## config.mk

```make
export PLATFORM = sky130hd
export DESIGN_NAME = fe_fetch
export DESIGN_NICKNAME = d
export VERILOG_FILES = /design/src/rtl/fe_fetch.sv
export SDC_FILE = /design/constraint.sdc
export NUM_CORES = 1
export LEC_CHECK = 0
export CORE_MARGIN = 2
export CORE_UTILIZATION = 23
export DETAILED_ROUTE_END_ITERATION = 12
export GPL_ROUTABILITY_DRIVEN = 0
export PLACE_DENSITY = 0.41
export SLEW_MARGIN = 20
export SYNTH_ARGS = -nofsm -noshare
export SYNTH_HDL_FRONTEND = slang
export SYNTH_SLANG_ARGS = --single-unit
```

## constraint.sdc

```tcl
create_clock -name clk_i -period 4.5 [get_ports clk_i]
set_input_delay 0.9 -clock clk_i [delete_from_list [all_inputs] [get_ports clk_i]]
set_output_delay 0.9 -clock clk_i [all_outputs]
set_load 0.01 [all_outputs]
```

## src/rtl/fe_fetch.sv

```systemverilog
// fe_fetch: instruction fetch front end.
//   Holds the fetch PC, drives the instruction ROM's asynchronous read port and
//   captures the returned word in the same cycle into a small in-order queue.
//   The queue head goes to the backend over a valid/ready handshake. A redirect
//   from the backend flushes the queue and restarts fetch at the given target.
// Ports:
//   clk_i, reset_i           clock, synchronous active-high reset
//   rom_addr_o / rom_data_i  ROM read address (the PC) / combinational read data
//   instr_v_o, instr_o, pc_o queue head valid, instruction, word address
//   instr_ready_i            backend takes the head this cycle
//   redirect_v_i/_pc_i       backend redirect request and target PC
module fe_fetch #(
  parameter int unsigned I_CACHE_DEPTH_P = 256,
  parameter int unsigned WORD_SIZE_P     = 16,
  parameter int unsigned QUEUE_DEPTH_P   = 2,
  parameter int unsigned RESET_PC_P      = 0,
  localparam int unsigned ADDR_WIDTH_LP  = $clog2(I_CACHE_DEPTH_P)
) (
  input  logic                     clk_i,
  input  logic                     reset_i,
  output logic [ADDR_WIDTH_LP-1:0] rom_addr_o,
  input  logic [WORD_SIZE_P-1:0]   rom_data_i,
  output logic                     instr_v_o,
  output logic [WORD_SIZE_P-1:0]   instr_o,
  output logic [ADDR_WIDTH_LP-1:0] pc_o,
  input  logic                     instr_ready_i,
  input  logic                     redirect_v_i,
  input  logic [ADDR_WIDTH_LP-1:0] redirect_pc_i
);

  // A depth-1 queue still needs a 1-bit pointer to index its single entry.
  localparam int unsigned PTR_W = (QUEUE_DEPTH_P > 1) ? $clog2(QUEUE_DEPTH_P) : 1;
  localparam int unsigned CNT_W = $clog2(QUEUE_DEPTH_P + 1);

  localparam logic [PTR_W-1:0]         PTR_LAST = PTR_W'(QUEUE_DEPTH_P - 1);
  localparam logic [CNT_W-1:0]         DEPTH_C  = CNT_W'(QUEUE_DEPTH_P);
  localparam logic [ADDR_WIDTH_LP-1:0] PC_LAST  = ADDR_WIDTH_LP'(I_CACHE_DEPTH_P - 1);
  localparam logic [ADDR_WIDTH_LP-1:0] PC_RST   = ADDR_WIDTH_LP'(RESET_PC_P);

  typedef struct packed {
    logic [ADDR_WIDTH_LP-1:0] pc;
    logic [WORD_SIZE_P-1:0]   instr;
  } entry_t;

  entry_t                   q_mem [QUEUE_DEPTH_P];
  logic [ADDR_WIDTH_LP-1:0] pc_q, pc_d;
  logic [PTR_W-1:0]         wr_q, wr_d, rd_q, rd_d;
  logic [CNT_W-1:0]         count_q, count_d;
  logic                     enq, deq;

  function automatic logic [PTR_W-1:0] ptr_inc(input logic [PTR_W-1:0] p);
    return (p == PTR_LAST) ? '0 : p + PTR_W'(1);
  endfunction

  // Explicit wrap so non-power-of-two ROM depths never address past the end.
  function automatic logic [ADDR_WIDTH_LP-1:0] pc_inc(input logic [ADDR_WIDTH_LP-1:0] p);
    return (p == PC_LAST) ? '0 : p + ADDR_WIDTH_LP'(1);
  endfunction

  assign rom_addr_o = pc_q;
  assign instr_v_o  = (count_q != '0);
  assign instr_o    = q_mem[rd_q].instr;
  assign pc_o       = q_mem[rd_q].pc;

  assign deq = instr_v_o & instr_ready_i;
  // A full queue that drains this cycle frees the slot for the word being fetched.
  assign enq = ~redirect_v_i & ((count_q < DEPTH_C) | deq);

  always_comb begin
    pc_d    = pc_q;
    wr_d    = wr_q;
    rd_d    = rd_q;
    count_d = count_q;
    if (redirect_v_i) begin
      // A same-cycle dequeue has already completed; everything else is dropped.
      pc_d    = redirect_pc_i;
      wr_d    = '0;
      rd_d    = '0;
      count_d = '0;
    end else begin
      if (enq) begin
        pc_d = pc_inc(pc_q);
        wr_d = ptr_inc(wr_q);
      end
      if (deq) rd_d = ptr_inc(rd_q);
      count_d = count_q + CNT_W'(enq) - CNT_W'(deq);
    end
  end

  always_ff @(posedge clk_i) begin
    if (reset_i) begin
      pc_q    <= PC_RST;
      wr_q    <= '0;
      rd_q    <= '0;
      count_q <= '0;
    end else begin
      pc_q    <= pc_d;
      wr_q    <= wr_d;
      rd_q    <= rd_d;
      count_q <= count_d;
    end
  end

  // Payload storage carries no reset; entries are only read while counted valid.
  always_ff @(posedge clk_i) begin
    if (!reset_i && enq) q_mem[wr_q] <= '{pc: pc_q, instr: rom_data_i};
  end

  always_ff @(posedge clk_i) begin
    if (!reset_i) begin
      if (redirect_v_i)
        assert ({1'b0, redirect_pc_i} < (ADDR_WIDTH_LP+1)'(I_CACHE_DEPTH_P))
          else $error("redirect target out of ROM range");
      assert (count_q <= DEPTH_C) else $error("fetch queue overflow");
      assert ({1'b0, pc_q} < (ADDR_WIDTH_LP+1)'(I_CACHE_DEPTH_P))
        else $error("fetch pc out of ROM range");
    end
  end

endmodule

```

# After elaboration in Yosys (flattened, before gate mapping)

Memories as Yosys holds them, arrays and structs flattened. A register that Yosys moved wholly into a read port is not among the register bits.
Index checks and enable logic that the tools add are counted.

Reductions and logical operators: 5
Bitwise logic cells: 4
$lt $le $gt $ge: 1
Multiplexer cells: 9
Equal/unequal tests: 1
Add/subtract/negate cells: 5

Operators with widths:

| cell                                               | count |
|---|---|
| two-way mux 8 bit                                  | 3 |
| adder 8 x 1 -> 8 bit (second input constant)       | 1 |
| == test 8 bit (second input constant)              | 1 |
| two-way mux 1 bit                                  | 6 |
| nonzero test 2 bit                                 | 2 |
| adder 1 bit (second input constant)                | 2 |
| adder 2 x 1 -> 2 bit                               | 1 |
| bitwise AND 1 bit                                  | 2 |
| less-than comparator 2 bit (second input constant) | 1 |
| OR reduction 2 bit                                 | 1 |
| subtractor 2 x 1 -> 2 bit                          | 1 |
| logical AND 1 bit                                  | 1 |
| logical NOT 1 bit                                  | 1 |
| inverter 1 bit                                     | 1 |
| OR 1 bit                                           | 1 |

Logic and storage cells: 30
Memories: 1
Bits of input ports: 28
Output and inout bits: 33
Register bits after elaboration: 12
Bits in writable memories: 48

Memories:

| name  | depth | width | read ports | clocked after Yosys merged registers in | wr ports | RTL line | source |
|---|---|---|---|---|---|---|---|
| q_mem | 2     | 24    | 1          | 1                                       | 1        | 45       | `entry_t q_mem [QUEUE_DEPTH_P];` |

# Depth between registers and ports, before layout

Depth after elaboration: 7
Mapped depth: 10
Depth with buffers taken out: 8

# Worst setup path before layout

Ideal clock, no wire load.

Path kind: input port to flip-flop
From: input port redirect_v_i
To: memory q_mem[1][0] (netlist bit) (enable)
Path buffers: 2
Library setup time: 441 ps
Data arrival time: 3171 ps
Required time: 4059 ps
Setup slack: 889 ps
Stages on the path: 5
Cell sequence: buf_2 -> inv_2 -> buf_4 -> nand2_1 -> nor3b_1

Cells in the longest elaborated chain, start to end: 5

Ends and longest elaborated chain:

| what                                    | RTL line | source |
|---|---|---|
| start: declaration                      | 27       | `input logic redirect_v_i,` |
| inverter 1 bit                          | 67       | `assign enq = ~redirect_v_i & ((count_q < DEPTH_C) \| deq);` |
| bitwise AND 1 bit                       | 67       |  |
| logical AND 1 bit                       | 106      | `if (!reset_i && enq) q_mem[wr_q] <= '{pc: pc_q, instr: rom_data_i};` |
| two-way mux 1 bit                       | 106      |  |
| two-way mux 1 bit (not written as such) | 106      |  |
| end: declaration                        | 45       |  |

Every way passes these cells.

==> impl_metrics.ini <==
[power_and_ir_drop]
finalPower_uw = 1220
leakage_uw = 0.00113
powerDensity_nw_per_um2 = 362
peakVddDrop_uv = 155

[grt]
grt_pass1_wl_mm = 8.38
grt_max_degree = 25
grt_usage_pct = 9.84
grt_antenna_before_repair = 0
grt_overflow = 0
grt_pass1_vias = 1562

[floorplanning]
die_h_um = 107
die_w_um = 107
core_area_um2 = 10300
start_util_pct = 23.5
top_level_ports = 61
die-area_um2 = 11400
rows = 37

[route]
vias_per_cell = 4.03
wire_per_inst_um = 14.7
via_count = 1464
finalWirelength_mm = 5.32
drt_iter0_markers = 58
ant_nets = 0
dr.pass1.iters = 4
route.detailed.drc = 0

[sta]
final.min_clock_period_ps = 2760
worst_slew_pin_slew_ps = 665
setup_violations = 0
setup_tns_ps = 0
slew_headroom_pct = 55.5
hold_viol_final = 0
grt_setup_unrepaired = no
final.setup_skew_ps = 6.75
fin_crit_sh_pct = 61.2
drv_slew = 0
fmax_mhz = 363

[logic_synthesis]
syn_nets = 185
yosysSeqAreaShare_pct = 70.3
synth_top_cell_by_area = edfxtp_1
synth_warnings = 0
ys_ff_latch = 61
synth.top_cell.area_share_pct = 59.6
syn_inst = 154
syn_area_um2 = 2420
synth_cell_types = 31
synth.avg_cell_area_um2 = 15.7
ys_top_cells_by_area = edfxtp_1 60%, mux2_2 11%, dfxtp_1 11%

[setup_path]
endpoint_kind = primary output
rr_worst_depth = 8
worstPathCellList = buf_4 > mux2_2 > clkdlybuf4s50_1
worst_path_max_delay_cell = clkdlybuf4s50_1
max_stage_delay_ps = 490
arrival_ps = 1860
crit_type = flip-flop to primary output
worstPathRequired_ps = 3600
cp-start-kind = flip-flop
cp_max_fo = 24

[clocking]
clock_latency_ps = 320
cts_tree = built
cts_resized = 0
post_cts_buffers = 0
cts.clk_slew.worst_paths_ps = 70
ctsHtreeMaxLevel = 3
cts.hold.buffers_added = 0
cts_root_buf = clkbuf_8
cts_sinks = 61
numCtsBuffers = 9
cts.path.max_buffers = 2

[finish]
drive_gt1_share_pct = 20.3
multi_input_area_um2 = 689
regArea_um2 = 1700
fin_cells = 363
antennaDiodeCount = 0
n_fill_cell = 1062
nets = 253
area_growth_pct = 39.4

[flow_run]
maxCapViolCount = 0

[hold_path]
hold_path_class = flip-flop to flip-flop
whs_path_depth = 2

[place]
io_buffers = 60
dpl.hpwl_mm = 3.45
dp.cells = 347

[outcome]
status = complete, no violations
[path summary, 6_finish.rpt]
| check | startpoint | end | slack, ps |
|---|---|---|---|
| min | rd_q | rd_q | 560 |
| max | flip-flop | pc_o[3] | 1740 |
| max reg2reg | count_q[1] | count_q[1] | 2760 |
| min reg2reg | rd_q | rd_q | 560 |
[layout make-up]
cell class | instances | share of cell area [%]
Tap cell | 136 | 5.04
Multi-Input combinational cell | 85 | 20.4
Inverter | 2 | 0.223
Timing Repair Buffer | 63 | 18.5
Clock inverter | 6 | 1.59
Clock buffer | 10 | 3.78
Sequential cell | 61 | 50.4
[cell families (layout without fill, tap and decap cells)]
logic type      Yosys count  count (layout)  synth area share [%]
flops                    61              61                  70.3
fa+ha+maj                 3               3                  1.55
mux                      24              24                  11.2
simple gates             37              37                  8.07
buf+inv                   8              81                  1.60
compound gates           11              11                  3.67
xor+xnor                 10              10                  3.62
[cells in the mapped netlist]
library cell / number
edfxtp_1: 48
a21oi_1: 2
nor3_1: 6
buf_2: 4
a311oi_1: 1
clkbuf_1: 1
nand3_1: 3
nand2_1: 7
a221oi_1: 1
nor3b_1: 2
mux2_2: 24
a311oi_2: 1
nand4_1: 2
buf_4: 1
a211oi_1: 2
and3_1: 5
xor2_1: 4
xnor2_1: 6
nor2_1: 6
nand2b_2: 1
a31oi_1: 1
and2_1: 1
inv_1: 1
or2_1: 1
o22ai_1: 2
nand2b_1: 2
a211oi_2: 1
inv_2: 1
ha_1: 3
nor2b_2: 1
dfxtp_1: 13
[registers in the layout, summed over array words and instances (netlist names), named ones only]
signal      flops
q_mem          48
rom_addr_o      8
count_q         2
rd_q            1
wr_q            1
[stage by stage]
stage	setup WS [ps]	cell area, um2	util, %	hold slack, ps
final	1740	3370	32.8	557
after CTS	1690	3370	32.8	553
after global routing	1650	3370	32.8	582
after global placement	1500	3190	31.1	535
after floorplan	889	2420	-	520
after detailed placement	1510	3190	31.1	537
[critical path: cells and delay by family (launching register included)]
kind                   cells  cell delay [ps]
DFF                        1              310
muxes                      1              410
buffers and inverters      2              800
[power breakdown]
part	switching [uW]	internal, uW	total (uW)
Clock	198	249	447
Sequential	15.2	632	647
Combinational	52.6	73.4	126
[layout by cell type (no fill, tap or decap)]
cell             count
and3_1               5
clkbuf_1             1
o22ai_1              2
or2_1                1
a211oi_1             2
edfxtp_1            48
a311oi_1             1
clkdlybuf4s50_1     60
mux2_2              24
and2_1               1
nand2b_1             2
inv_2                1
nor3_1               5
a311oi_2             1
nor3b_1              1
a221oi_1             1
a21oi_1              2
nand4_1              2
buf_4                3
inv_1                1
clkinv_1             3
nor3b_2              1
a211oi_2             1
dfxtp_1             13
nand2b_2             1
xnor2_1              6
a31oi_1              1
nor2_1               6
bufinv_16            1
nor2b_2              1
clkinvlp_4           1
clkinv_2             1
nor3_2               1
ha_1                 3
nand2_1              7
nand3_1              3
clkbuf_8             9
xor2_1               4
[metal layers]
| metal | global-route usage [%] | wire length, um | up-vias |
|---|---|---|---|
| met5 | 0 | 0 | - |
| met4 | 4.45 | 30 | 0 |
| met3 | 2.80 | 287 | 5 |
| met2 | 14.3 | 2300 | 48 |
| met1 | 13.5 | 2700 | 694 |
| li1 | - | - | 717 |
No activity file was read; power rests on OpenSTA's default activity.
